[src/rtl/uart_pkg.sv]
// uart_pkg: shared state encoding and frame constants for the UART receiver
package uart_pkg;
  typedef enum logic [2:0] {IDLE, START, DATA, STOP, RECOVER} state_t;
  localparam int   DATA_BITS  = 8;
  localparam logic IDLE_LEVEL = 1'b1;
endpackage

[src/rtl/sync_bit.sv]
// sync_bit: N-flop synchronizer for one asynchronous input, with selectable reset level
module sync_bit #(
  parameter int   N       = 2,
  parameter logic RST_VAL = 1'b1
) (
  input  logic clk,
  input  logic rst_n,
  input  logic d,
  output logic q
);
  logic [N-1:0] ff;
  always_ff @(posedge clk or negedge rst_n)
    if (!rst_n) ff <= {N{RST_VAL}};
    else ff <= {ff[N-2:0], d};
  assign q = ff[N-1];
endmodule

[src/rtl/uart_rx.sv]
// uart_rx: 8N1 serial receiver, mid-bit sampling, one-cycle valid / framing-error strobes
module uart_rx import uart_pkg::*; #(
  parameter int CLKS_PER_BIT = 10416,
  parameter int SYNC_STAGES  = 2
) (
  input  logic       clk,
  input  logic       rst_n,
  input  logic       rxData,
  output logic [7:0] rx_byte,
  output logic       rx_valid,
  output logic       frame_err,
  output logic       rx_busy
);
  localparam int CW = $clog2(CLKS_PER_BIT);
  localparam logic [CW-1:0] HALF_LAST = CW'(CLKS_PER_BIT / 2 - 1);
  localparam logic [CW-1:0] BIT_LAST  = CW'(CLKS_PER_BIT - 1);
  state_t        state;
  logic [CW-1:0] baud;
  logic [2:0]    bit_cnt;
  logic [7:0]    shreg;
  logic          rxs;
  sync_bit #(.N(SYNC_STAGES), .RST_VAL(IDLE_LEVEL)) u_sync (
    .clk(clk), .rst_n(rst_n), .d(rxData), .q(rxs)
  );
  assign rx_busy = (state != IDLE);
  always_ff @(posedge clk or negedge rst_n)
    if (!rst_n) begin
      state     <= IDLE;
      baud      <= '0;
      bit_cnt   <= '0;
      shreg     <= '0;
      rx_byte   <= '0;
      rx_valid  <= 1'b0;
      frame_err <= 1'b0;
    end else begin
      rx_valid  <= 1'b0;
      frame_err <= 1'b0;
      case (state)
        IDLE: begin
          baud <= '0;
          if (rxs != IDLE_LEVEL) state <= START;
        end
        // half-bit wait lands every later sample in the middle of its bit
        START:
          if (baud == HALF_LAST) begin
            baud    <= '0;
            bit_cnt <= '0;
            state   <= (rxs == IDLE_LEVEL) ? IDLE : DATA;
          end else baud <= baud + CW'(1);
        DATA:
          if (baud == BIT_LAST) begin
            baud  <= '0;
            shreg <= {rxs, shreg[7:1]};
            if (bit_cnt == 3'(DATA_BITS - 1)) state <= STOP;
            else bit_cnt <= bit_cnt + 3'd1;
          end else baud <= baud + CW'(1);
        STOP:
          if (baud == BIT_LAST) begin
            baud <= '0;
            if (rxs == IDLE_LEVEL) begin
              rx_byte  <= shreg;
              rx_valid <= 1'b1;
              state    <= IDLE;
            end else begin
              frame_err <= 1'b1;
              state     <= RECOVER;
            end
          end else baud <= baud + CW'(1);
        // a held-low line must return high before a new start is accepted
        RECOVER: if (rxs == IDLE_LEVEL) state <= IDLE;
        default: state <= IDLE;
      endcase
    end
endmodule

[config.mk]
export PLATFORM = sky130hd
export DESIGN_NAME = uart_rx
export DESIGN_NICKNAME = d
export VERILOG_FILES = /design/src/rtl/uart_pkg.sv /design/src/rtl/sync_bit.sv /design/src/rtl/uart_rx.sv
export SDC_FILE = /design/constraint.sdc
export NUM_CORES = 1
export LEC_CHECK = 0
export CAP_MARGIN = 0
export CORE_ASPECT_RATIO = 2
export CORE_MARGIN = 2
export CORE_UTILIZATION = 31
export DETAILED_ROUTE_END_ITERATION = 10
export GPL_ROUTABILITY_DRIVEN = 1
export PLACE_DENSITY = 0.45
export SETUP_SLACK_MARGIN = 0.1
export SYNTH_ARGS = -nofsm -noshare
export SYNTH_HDL_FRONTEND = slang
export SYNTH_SLANG_ARGS = --single-unit
[constraint.sdc]
create_clock -name clk -period 6.2 [get_ports clk]
set_input_delay 0.62 -clock clk [delete_from_list [all_inputs] [get_ports clk]]
set_output_delay 0.62 -clock clk [all_outputs]
set_load 0.005 [all_outputs]
# == Yosys cells after proc, flatten, opt, wreduce, memory -nomap -nowiden ==
# Cells that the tools add are included.
# word_totals
word_cells,55
register_bits,40
# classes
add_sub_neg,2
n_eq_ne,14
reduce_logical,9
muxes,22
# op_table
op,count
$pmux 14 s3,1
$mux 3,10
$mux 14,2
$pmux 3 s5,1
$add 14x1->14 const B,1
$eq 14x13->1 const B,1
$eq 14x14->1 const B,1
$ne 2x2->1 const B,6
$eq 3x2->1 const B,2
$eq 3x3->1 const B,2
$mux 1,6
$pmux 3 s2,1
$reduce_and 6->1,1
$reduce_bool 3->1,2
$reduce_and 4->1,1
$add 3x1->3 const B,1
$eq 3x1->1 const B,1
$logic_not 3->1,1
$reduce_and 3->1,1
$mux 2,1
$ne 2x1->1 const B,1
$reduce_and 2->1,1
$reduce_bool 2->1,1
$reduce_or 2->1,1

# == Logic depth before layout (Yosys ltp) ==
# logic_depth
ltp_word,4
ltp_mapped,8
mapped_depth_nobuf,6

# == Cells and area by module ==
# A second synthesis with hierarchy kept.
# unflattened
cells_unflattened,176
area_unflattened_um2,1960.6
# by_module_without_submodules
mod,cells_per_inst,instances,area_each_um2
uart_rx,174,1,1908.1
sync_bit,2,1,52.6

# == Worst setup path after synthesis ==
# Ideal clock, no wire load.
# synth_timing
path_type,flip-flop to flip-flop
startpoint,reg baud[4]
endpoint,reg bit_cnt[0]
stages_incl_launch_ff,6
arrival_time_ns,2.096
slack_ns,3.976
synth_period_minus_slack_ns,2.224
t_required_ns,6.072
path_cell_list,dfrtp_1 -> or4b_4 -> nor4_4 -> a31oi_1 -> a211o_1 -> mux2_1
# synth_via
elab_chain_cells,3
word_cells_on_any_way,5
classes_between,eq/ne: 4; reduce/logical: 1
# synth_rtl
item,line,text
start: declaration,uart_rx.sv:18,logic [CW-1:0] baud;
start signal: assignment,uart_rx.sv:49,end else baud <= baud + CW'(1);
start signal: assignment,uart_rx.sv:56,end else baud <= baud + CW'(1);
start signal: assignment,uart_rx.sv:68,end else baud <= baud + CW'(1);
$eq 14x14->1 / $eq 14x13->1 (equally long branches),"uart_rx.sv:51, uart_rx.sv:45",
$ne 2x2->1 (no source line),n/a,
$reduce_and 4->1 (no source line) *,n/a,
end signal: assignment,uart_rx.sv:55,else bit_cnt <= bit_cnt + 3'd1;
end: declaration,uart_rx.sv:19,logic [2:0] bit_cnt;
# Mark *: on every way between the ends. The rest lies on a longest branch, timed or not.
# A chain may end at the register's enable or synchronous reset.

# == Worst setup path in the final report ==
# layout_timing
startpoint,reg state[2]
endpoint,out rx_busy
# layout_via
elab_chain_cells,1
# layout_rtl
item,line,text
start: declaration,uart_rx.sv:17,state_t state;
start signal: assignment,uart_rx.sv:48,state <= (rxs == IDLE_LEVEL) ? IDLE : DATA;
$reduce_bool 3->1,uart_rx.sv:25,assign rx_busy = (state != IDLE);
end: declaration,uart_rx.sv:12,output logic rx_busy
# No other way between the ends.

==> flow_metrics.tcl <==
set metrics [dict create \
    ys_async_sr_fraction_pct 100 \
    drtIter0Drc 56 \
    critPathTopFamily "buffers and inverters" \
    cp.arrival_ns 1.97 \
    tritoncts "yes" \
    use_met3_pct 3.04 \
    die_h_um 115 \
    synth_area_um2 1900 \
    wl_um 3880 \
    die-area_um2 6820 \
    path_class "flip-flop to primary output" \
    initial_core_util_pct 31.9 \
    slowest_stage "dfrtp_1" \
    antenna_cells 0 \
    syn_to_final_growth_pct 17.6 \
    clock_latency_ns 0.28 \
    grt_pass1_vias 1309 \
    r2r_cells 4 \
    rrSetupSlack_ns 3.71 \
    synth.distinct_cells 40 \
    gr-usage-met1_pct 13.3 \
    cts_root_buffer "clkbuf_16" \
    hpwl_um 2830 \
    cp.required_ns 5.58 \
    cp_slowest_stage_delay_ns 0.70 \
    use_met2_pct 22.5 \
    ctsHtreeMaxLevel 2 \
    cts.path.max_buffers 2 \
    detail-route-antenna-nets 0 \
    whs_path_depth 0 \
    max_cap_violations 0 \
    finClkSkew_ns 0.00341 \
    top_usage_layer "met2" \
    timing.critical_path.buf_inv 2 \
    cp_cell_sequence "inv_1, nand2_1, clkdlybuf4s50_1" \
    postCtsHoldBufs 0 \
    path_clk_slew_ns 0.05 \
    fillCellCount 604 \
    ys_seq_area_share_pct 52.8 \
    ys.flop_type "dfrtp_1" \
    grt_use_total_pct 12.7 \
    grt_overflow 0 \
    cts_sinks 40 \
    min_path_type "flip-flop to flip-flop" \
    cp_max_fo 15 \
    cts_resized 0 \
    post-route-period-util_pct 41.7 \
    io_buffers 13 \
    io-pin-count 14 \
    viasPerCell 5.41 \
    drive_gt1_share_pct 15.5 \
    grt_pass1_wl_um 6350 \
    final_cell_mix "dfrtp_1 (38), mux2_2 (15), clkdlybuf4s50_1 (12)" \
    rows 40 \
    max-slew-margin-rel_pct 41.0 \
    antenna_found_initial 0 \
    min_from "u_sync.ff[0]" \
    ys_warn_count 0 \
    grt_start_max_net_pins 41 \
    powerDensity_nw_per_um2 235 \
    status "finished, final reports clean" \
    route.detailed.wl_per_inst_um 15.5 \
    avgSynthCellArea_um2 11.1 \
    rsz0062_at_grt "false" \
    post_cts_buffers 0 \
    ir_worst_vdd_v 0.000148 \
    hold_slack_ns 0.355 \
    endpoint_kind "primary output" \
    hold_violations 0 \
    synth_cells 171 \
    numCtsBuffers 5 \
    tightest_slew_ns 0.886 \
    final_common_cell "dfrtp_1" \
    design.core.area_um2 5960 \
    synth.net_count 177 \
    drc 0 \
    drv_slew 0 \
    die_w_um 59.4 \
    gp_congestion 0.764 \
    synth_edf_count 0 \
    fin_nets 192 \
    fmax_mhz 387 \
    ys_seq_elements 40 \
    setup_viol 0 \
    fin_crit_ns 2.59 \
    tns_ns 0 \
    reg2reg_to "rx_byte[5]" \
    leakagePower_uw 0.00106 \
    r2r_start "baud[6]" \
    firstDrtPassIters 4 \
    via_count 1353 \
    min_to "u_sync.ff[1]" \
    start_kind "flip-flop" \
]
-- flip-flops by register name, indices dropped and copies added, names as in the netlist --
name       flops
rx_byte        8
baud          14
frame_err      1
u_sync.ff      2
rx_valid       1
shreg          8
bit_cnt        3
state          3
-- power breakdown --
| part | leakage, uW | switching (uW) | internal [uW] |
|---|---|---|---|
| registers | 0.000537 | 0.849 | 262 |
| logic | 0.000449 | 5.13 | 1.18 |
| clock network | 0.0000712 | 94.5 | 160 |
-- stage by stage --
step | setup slack (ns) | utilization (%) | std cells | power, uW | instance area [um^2]
2_1_floorplan | 3.98 | - | 171 | 268 | 1900
3_3_place_gp | 3.78 | 35.1 | 242 | 275 | 2090
3_5_place_dp | 3.70 | 35.1 | 242 | 275 | 2090
4_1_cts | 3.57 | 37.5 | 250 | 535 | 2240
5_1_grt | 3.49 | 37.5 | 250 | 545 | 2240
6_report | 3.61 | 37.5 | 250 | 524 | 2240
-- per-layer routing --
metal	wire length [um]	part of all wire, %
met3	102	2.6
met1	1520	39
met4	90	2.3
met2	2160	56
met5	0	0
-- worst max path at each step --
stage / from / endpoint / cells past startpoint
final: state[2] / rx_busy / 3
after global routing: state[2] / rx_busy / 3
after CTS: state[2] / rx_busy / 3
after detailed placement: baud[6] / rx_byte[5] / 4
after global placement: baud[4] / rx_byte[7] / 4
after floorplan: baud[4] / bit_cnt[0] / 5
-- cells by family after synthesis --
family,Yosys count,synth area share (%)
xor+xnor,2,0.921
simple gates,56,17.1
mux,20,11.6
fa+ha+maj,3,1.97
buf+inv,14,2.83
compound gates,36,12.8
flops,40,52.8
-- Yosys cell counts, types with 3 or more instances --
cell type / number / area, um^2
nor2_1: 11 / 41.3
clkbuf_1: 5 / 18.8
nand2b_1: 3 / 18.8
a22o_1: 5 / 43.8
mux2_2: 15 / 169
nor3_1: 3 / 15.0
nand3_1: 7 / 35.0
a21oi_1: 6 / 30.0
inv_1: 8 / 30.0
a21o_1: 5 / 37.5
dfrtp_1: 38 / 951
nand2_1: 10 / 37.5
a31oi_1: 5 / 31.3
nor2b_1: 4 / 25.0
nand4_1: 5 / 31.3
ha_1: 3 / 37.5
mux2i_1: 3 / 30.0
o21ai_0: 7 / 35.0
-- final cells by class --
| cell class | count | area, um^2 | area share, % |
|---|---|---|---|
| flip-flops and latches | 40 | 1000 | 44.9 |
| multi-input cells | 117 | 845 | 37.8 |
| clock buffers | 8 | 146 | 6.55 |
| repair buffers | 14 | 133 | 5.93 |
| well taps | 63 | 78.8 | 3.53 |
| inverters | 8 | 30.0 | 1.34 |
(Power assumes the default switching activity.)
